==> src/rtl/clock_pkg.sv <==
// Shared types and timing defaults for the clock-setting front end.
// Holds the key conditioner state encoding and its 50 MHz default timings.
package clock_pkg;

  typedef enum logic [2:0] {
    IDLE,
    PRESS_DB,
    HELD,
    REPEAT,
    REL_DB
  } kc_state_t;

  localparam int CLK_HZ               = 50_000_000;
  localparam int KC_DEBOUNCE_DEF      = 1_000_000;   // 20 ms
  localparam int KC_REPEAT_DELAY_DEF  = 25_000_000;  // 0.5 s
  localparam int KC_REPEAT_PERIOD_DEF = 10_000_000;  // 0.2 s

endpackage

==> src/rtl/sync_2ff.sv <==
// Two-flop synchroniser for a single asynchronous input.
// The reset value is a parameter so the idle level of the input is seen during reset.
module sync_2ff #(
  parameter logic RST_VAL = 1'b0
) (
  input  logic clk,
  input  logic reset,
  input  logic d_i,
  output logic q_o
);

  logic sync1_q;
  logic sync2_q;

  always_ff @(posedge clk or posedge reset) begin
    if (reset) begin
      sync1_q <= RST_VAL;
      sync2_q <= RST_VAL;
    end else begin
      sync1_q <= d_i;
      sync2_q <= sync1_q;
    end
  end

  assign q_o = sync2_q;

endmodule

==> src/rtl/key_conditioner.sv <==
// Turns one raw active-low push-button into debounced press/release pulses
// with optional auto-repeat while held.
//
// state    | meaning
// IDLE     | released, waiting for a press sample
// PRESS_DB | press seen, counting stable pressed samples
// HELD     | press accepted, counting towards the first repeat
// REPEAT   | auto-repeating every REPEAT_PERIOD cycles
// REL_DB   | release seen, counting stable released samples
module key_conditioner
  import clock_pkg::*;
#(
  parameter int DEBOUNCE_CYCLES = KC_DEBOUNCE_DEF,
  parameter int REPEAT_DELAY    = KC_REPEAT_DELAY_DEF,
  parameter int REPEAT_PERIOD   = KC_REPEAT_PERIOD_DEF,
  parameter int REPEAT_EN       = 1
) (
  input  logic clk,
  input  logic reset,
  input  logic key_n,
  output logic press_pulse,
  output logic key_level,
  output logic release_pulse
);

  localparam int MAX_A = (DEBOUNCE_CYCLES > REPEAT_DELAY) ? DEBOUNCE_CYCLES : REPEAT_DELAY;
  localparam int MAX_P = (MAX_A > REPEAT_PERIOD) ? MAX_A : REPEAT_PERIOD;
  localparam int CW    = $clog2(MAX_P);

  localparam logic [CW-1:0] CNT_ZERO = '0;
  localparam logic [CW-1:0] CNT_ONE  = CW'(1);
  localparam logic [CW-1:0] DB_LAST  = CW'(DEBOUNCE_CYCLES - 1);
  localparam logic [CW-1:0] DLY_LAST = CW'(REPEAT_DELAY - 1);
  localparam logic [CW-1:0] PER_LAST = CW'(REPEAT_PERIOD - 1);

  logic sync_key_n;
  logic pressed;

  kc_state_t     state_q, state_d;
  logic [CW-1:0] cnt_q, cnt_d;
  logic [CW-1:0] cnt_inc;
  logic          press_q, press_d;
  logic          level_q, level_d;
  logic          rel_q, rel_d;

  sync_2ff #(.RST_VAL(1'b1)) u_sync (
    .clk   (clk),
    .reset (reset),
    .d_i   (key_n),
    .q_o   (sync_key_n)
  );

  assign pressed = ~sync_key_n;

  // Saturating increment: the count must never wrap back into a compare window.
  assign cnt_inc = (&cnt_q) ? cnt_q : cnt_q + CNT_ONE;

  always_ff @(posedge clk or posedge reset) begin
    if (reset) begin
      state_q <= IDLE;
      cnt_q   <= CNT_ZERO;
      press_q <= 1'b0;
      level_q <= 1'b0;
      rel_q   <= 1'b0;
    end else begin
      state_q <= state_d;
      cnt_q   <= cnt_d;
      press_q <= press_d;
      level_q <= level_d;
      rel_q   <= rel_d;
    end
  end

  always_comb begin
    state_d = state_q;
    cnt_d   = cnt_q;
    press_d = 1'b0;
    level_d = level_q;
    rel_d   = 1'b0;
    case (state_q)
      IDLE: begin
        if (pressed) begin
          state_d = PRESS_DB;
          cnt_d   = CNT_ONE;
        end
      end
      PRESS_DB: begin
        if (!pressed) begin
          state_d = IDLE;
          cnt_d   = CNT_ZERO;
        end else if (cnt_q == DB_LAST) begin
          press_d = 1'b1;
          level_d = 1'b1;
          state_d = HELD;
          cnt_d   = CNT_ZERO;
        end else begin
          cnt_d = cnt_inc;
        end
      end
      HELD: begin
        if (!pressed) begin
          state_d = REL_DB;
          cnt_d   = CNT_ONE;
        end else if ((REPEAT_EN != 0) && (cnt_q == DLY_LAST)) begin
          press_d = 1'b1;
          state_d = REPEAT;
          cnt_d   = CNT_ZERO;
        end else begin
          cnt_d = cnt_inc;
        end
      end
      REPEAT: begin
        if (!pressed) begin
          state_d = REL_DB;
          cnt_d   = CNT_ONE;
        end else if (cnt_q == PER_LAST) begin
          press_d = 1'b1;
          cnt_d   = CNT_ZERO;
        end else begin
          cnt_d = cnt_inc;
        end
      end
      REL_DB: begin
        // A bounce back to pressed keeps the key held and restarts the repeat delay.
        if (pressed) begin
          state_d = HELD;
          cnt_d   = CNT_ZERO;
        end else if (cnt_q == DB_LAST) begin
          rel_d   = 1'b1;
          level_d = 1'b0;
          state_d = IDLE;
          cnt_d   = CNT_ZERO;
        end else begin
          cnt_d = cnt_inc;
        end
      end
      default: begin
        state_d = IDLE;
        cnt_d   = CNT_ZERO;
      end
    endcase
  end

  assign press_pulse   = press_q;
  assign key_level     = level_q;
  assign release_pulse = rel_q;

endmodule
==> config.mk <==
export PLATFORM = sky130hd
export DESIGN_NAME = key_conditioner
export DESIGN_NICKNAME = d
export VERILOG_FILES = /design/src/rtl/clock_pkg.sv /design/src/rtl/sync_2ff.sv /design/src/rtl/key_conditioner.sv
export SDC_FILE = /design/constraint.sdc
export NUM_CORES = 1
export LEC_CHECK = 0
export CAP_MARGIN = 20
export CORE_ASPECT_RATIO = 0.8
export CORE_MARGIN = 3
export CORE_UTILIZATION = 49
export DETAILED_ROUTE_END_ITERATION = 16
export PLACE_DENSITY = 0.66
export SYNTH_ARGS = -nofsm -noshare
export SYNTH_HDL_FRONTEND = slang
export SYNTH_SLANG_ARGS = --single-unit
==> constraint.sdc <==
create_clock -name clk -period 2.9 [get_ports clk]
set_input_delay 0.58 -clock clk [delete_from_list [all_inputs] [get_ports clk]]
set_output_delay 0.58 -clock clk [all_outputs]
set_load 0.01 [all_outputs]
# Yosys cells after proc, flatten, opt, wreduce, memory -nomap -nowiden
# Index checks and enable logic that the tools add are counted.
word_totals:
  regBits: 33
  input_bits: 3
  word_cells: 62
  output_inout_bits: 3
classes:
  eq_ne: 16
  add_sub_neg: 1
  muxes: 33
  reduce_logical: 5
ops:
  columns: ["operator", "n"]
  rows:
  - ["$mux W25", 9]
  - ["$pmux W25 S5", 1]
  - ["$add A25 B1 Y25 const B", 1]
  - ["$eq A25 B20 Y1 const B", 1]
  - ["$eq A25 B24 Y1 const B", 1]
  - ["$eq A25 B25 Y1 const B", 1]
  - ["$reduce_and A25 Y1", 1]
  - ["$mux W3", 8]
  - ["$pmux W3 S5", 1]
  - ["$mux W1", 12]
  - ["$reduce_and A5 Y1", 2]
  - ["$ne A2 B2 Y1 const B", 4]
  - ["$eq A3 B2 Y1 const B", 2]
  - ["$ne A3 B2 Y1 const B", 2]
  - ["$ne A2 B1 Y1 const B", 2]
  - ["$eq A3 B1 Y1 const B", 1]
  - ["$eq A3 B3 Y1 const B", 1]
  - ["$logic_not A3 Y1", 1]
  - ["$ne A3 B3 Y1 const B", 1]
  - ["$pmux W1 S3", 1]
  - ["$pmux W1 S2", 1]
  - ["$reduce_bool A2 Y1", 1]

# Depth between registers and ports, before layout
# Gate-level depths: netlist of the first run.
logic_depth:
  ltp_word: 5
  ltp_mapped: 9
  ltp_nobuf: 7

# Hierarchy
# Synthesis of the first run repeated with hierarchy kept, for this count alone.
unflattened:
  cells_unflattened: 251
  hier_area_um2: 2180.8
modules_own_cells:
  columns: ["module", "instances", "area_per_inst_um2", "cells_per_inst"]
  rows:
  - ["key_conditioner", 1, 2124.5, 248]
  - ["sync_2ff", 1, 56.3, 3]

# Least setup slack after synthesis of the first run
# No wires, ideal clock.
synth_timing:
  path_kind: "register to register"
  from: "reg cnt_q[0]"
  to: "reg cnt_q[15]"
  period_less_slack_ns: 2.377
  setup_slack_ns: 0.523
  setup_time_ns: 0.118
  arrival_time_ns: 2.259
  n_path_buf: 2
  path_stages_with_launch: 10
  cell_sequence: "dfrtp_1 ha_1 or3b_2 or4_4 a2bb2oi_4 and3_1 buf_6 buf_12 o21ai_1 a21o_1"
synth_between:
  elab_chain_len: 5
synth_lines:
  columns: ["element", "line_no", "rtl"]
  rows:
  - ["from (decl)", "key_conditioner.sv:40", "logic [CW-1:0] cnt_q, cnt_d;"]
  - ["from (signal assigned)", "key_conditioner.sv:67", "cnt_q <= cnt_d;"]
  - ["$add A25 B1 Y25 / $reduce_and A25 Y1 (equally long branches)", "key_conditioner.sv:56", "assign cnt_inc = (&cnt_q) ? cnt_q : cnt_q + CNT_ONE;"]
  - ["$mux W25", "key_conditioner.sv:56", null]
  - ["$mux W25 (on tied branches) (2 in series)", null, null]
  - ["$pmux W25 S5 (*)", "key_conditioner.sv:80", "case (state_q)"]
# Every way passes the cells marked *; elsewhere a longest branch is shown, timed or not.
# A chain may end at the register's enable or synchronous reset.

# Final worst setup path of the first run
# Same ends and word-level chain as after synthesis.

==> results of run 1 <==
-- critical path, stage by stage, from the launching register on --
cell and delay [ps]:
dfrtp_1 410, ha_1 250, or3b_2 500, or4_4 470, a2bb2oi_4 170, and3_1 160, buf_4 210, o21ai_1 100
a21o_1 190
-- cell type report --
cell class                 instances  area, µm²
timing repair buffer              13      110.1
sequential                        33      828.3
inverter                           9      33.78
tap                               57      71.32
fill                             403       1859
clock buffer                       5      68.82
multi-input combinational        200       1241
clock inverter                     3      17.52
-- routing by layer --
metal / share of wire [%] / vias to the layer above
met5: 0 / -
met4: 0.93 / 0
met3: 6.2 / 7
met2: 43 / 64
met1: 50 / 939
li1: - / 951
-- flip-flops by register name, indices dropped and copies added, names as in the netlist --
signal / flops
state_q: 3
key_level: 1
press_pulse: 1
cnt_q: 25
u_sync.sync1_q: 1
u_sync.q_o: 1
release_pulse: 1
-- report_power, final --
group | internal (mW) | leakage (nW) | switching [mW] | total [mW]
logic | 0.0332 | 0.459 | 0.0563 | 0.0896
clock network | 0.166 | 0.0439 | 0.179 | 0.345
registers | 0.470 | 0.448 | 0.0108 | 0.481
-- metrics by stage --
step	worst slack [ps]	std cells	total power [mW]
3_3_place_gp	431.7	312	0.5764
3_5_place_dp	350.0	312	0.5788
6_report	326.5	320	0.9156
5_1_grt	194.4	320	0.9601
4_1_cts	343.1	320	0.9249
2_1_floorplan	523.1	255	0.5546
-- cell usage after synthesis, types with 5 or more instances --
cell type | count | area [µm²]
inv_1 | 9 | 33.78
nor2b_1 | 5 | 31.28
and2_1 | 8 | 50.05
o21ai_1 | 8 | 40.04
nor3_1 | 5 | 25.02
and4_1 | 5 | 43.79
a21oi_1 | 12 | 60.06
dfrtp_1 | 31 | 775.7
nor2_1 | 17 | 63.81
clkbuf_1 | 9 | 33.78
nand3_1 | 12 | 60.06
o21ai_0 | 19 | 95.09
nand4_1 | 9 | 56.30
or3_2 | 5 | 37.54
and3_1 | 16 | 100.1
nand2_1 | 21 | 78.83
-- final timing paths --
kind	endpoint	cells after the start	startpoint
min in group asynchronous	state_q[0]	3	reset
worst min register to register	u_sync.q_o	0	u_sync.sync1_q
max in group asynchronous	u_sync.q_o	3	reset
worst max register to register	cnt_q[15]	8	cnt_q[0]
worst max-delay path	cnt_q[15]	8	cnt_q[0]
worst min-delay path	u_sync.q_o	0	u_sync.sync1_q
-- kinds of logic after synthesis --
logic type	share of synthesized area [%]
XOR/XNOR	2.015
buffers and inverters	5.008
AO/OA/AOI/OAI	17.91
adder cells (fa/ha/maj)	0.5756
AND/OR/NAND/NOR	35.92
flip-flops	38.11
multiplexers	0.4606
==> impl_metrics.py, run 1 <==
metrics = {
    "status": {
        "status": "complete, no violations",
    },
    "worst_hold_path": {
        "hp-class": "register to register",
    },
    "logic_synthesis": {
        "synth_edf_count": 0,
        "netlist-cell-type-count": 55,
        "async_flop_share_pct": 100.0,
        "avgSynthCellArea_um2": 8.523,
        "synth-main-ff-cell": "dfrtp_1",
        "syn-cell-area_um2": 2173,
        "yosysSeqAreaShare_pct": 38.11,
        "synth-seq-cells": 33,
        "synthCells": 255,
        "synth.net_count": 259,
        "yosys_warnings": 0,
    },
    "worst_setup_path": {
        "path_max_fanout": 17,
        "cp.arrival_ps": 2760,
        "end_kind": "register",
        "worstSetupPathType": "register to register",
        "r2r_setup_slack_ps": 330,
        "cp_data_required_time_ps": 3080,
        "start_kind": "register",
    },
    "detailed_routing": {
        "first_pass_iters": 5,
        "ant_nets": 0,
        "first_iter_violations": 261,
        "vias": 1961,
        "vias_per_cell": 6.128,
        "wl_um": 5354,
        "wl_per_cell_um": 16.73,
        "drc_errors": 0,
    },
    "clock_tree": {
        "postCtsSetupBuffers": 0,
        "cts_max_path_buffers": 2,
        "numCtsBuffers": 5,
        "cts-hold-fix-buffers": 0,
        "cts_tree": "done",
        "htreeDepth": 2,
        "cts-root-buf": "clkbuf_8",
        "clk_latency_ps": 290,
        "clk_pin_slew_worst_paths_ps": 70,
        "cts_resized": 0,
        "cts.sinks": 33,
    },
    "grt": {
        "grt.busiest_layer": "met1",
        "grt_overflow": 0,
        "grt_pass1_vias": 1769,
        "antenna_found_initial": 0,
        "grt_pass1_wl_um": 9094,
        "grt_max_degree": 34,
        "globalRouteMet2Util_pct": 31.10,
        "met1_usage_pct": 34.94,
        "groute.usage.overall_pct": 22.35,
        "grtUsageMet3_pct": 4.247,
    },
    "final_layout": {
        "nNetsFinal": 266,
        "finish.utilization_pct": 56.05,
        "fin_area_um2": 2371,
        "drive_above_1_share_pct": 12.55,
        "mostFrequentLayoutCell": "dfrtp_1",
        "antenna_cells": 0,
        "syn_to_final_growth_pct": 9.096,
        "layout_common_cells": "31 x dfrtp_1, 21 x nand2_1, 19 x o21ai_0, 17 x nor2_1, 16 x and3_1",
    },
    "placement": {
        "place_congestion": 0.9005,
        "io_buffers": 5,
        "dp.final_hpwl_um": 3787,
        "placed_area_um2": 2285,
    },
    "timing": {
        "slew_violations": 0,
        "skew_ps": 3.010,
        "setup_viol": 0,
        "slew_headroom_pct": 55.48,
        "fin_tns_setup_ps": 0,
        "worstMarginPinSlew_ps": 662.7,
        "holdWs_ps": 367.6,
        "min_period_over_period_pct": 88.74,
        "rsz0062_at_grt": "no",
        "period_needed_ps": 2574,
        "fmax_ghz": 0.3886,
        "hold_viol_final": 0,
    },
    "floorplanning": {
        "core_um2": 4230,
        "ioPinCount": 6,
        "die_w_um": 80.46,
        "die_area_um2": 5275,
        "std_cell_rows": 21,
        "die_h_um": 65.57,
        "initial_utilization_pct": 51.38,
    },
    "power_and_ir_drop": {
        "leakagePower_nw": 0.9509,
        "power_density_nw_per_um2": 386.2,
        "ir_drop_mv": 0.3590,
    },
    "job": {
        "max_cap_violations": 0,
    },
}
Note: power is estimated with default switching activity, not from simulation.
==> run 2, diff against run 1 <==
--- a/config.mk
+++ b/config.mk
@@ -11,6 +11,7 @@
 export CORE_UTILIZATION = 49
 export DETAILED_ROUTE_END_ITERATION = 16
 export PLACE_DENSITY = 0.66
+export SLEW_MARGIN = 20
 export SYNTH_ARGS = -nofsm -noshare
 export SYNTH_HDL_FRONTEND = slang
 export SYNTH_SLANG_ARGS = --single-unit
==> results of run 2 <==
Final layout, timing and power as in run 1 (identical DEF).
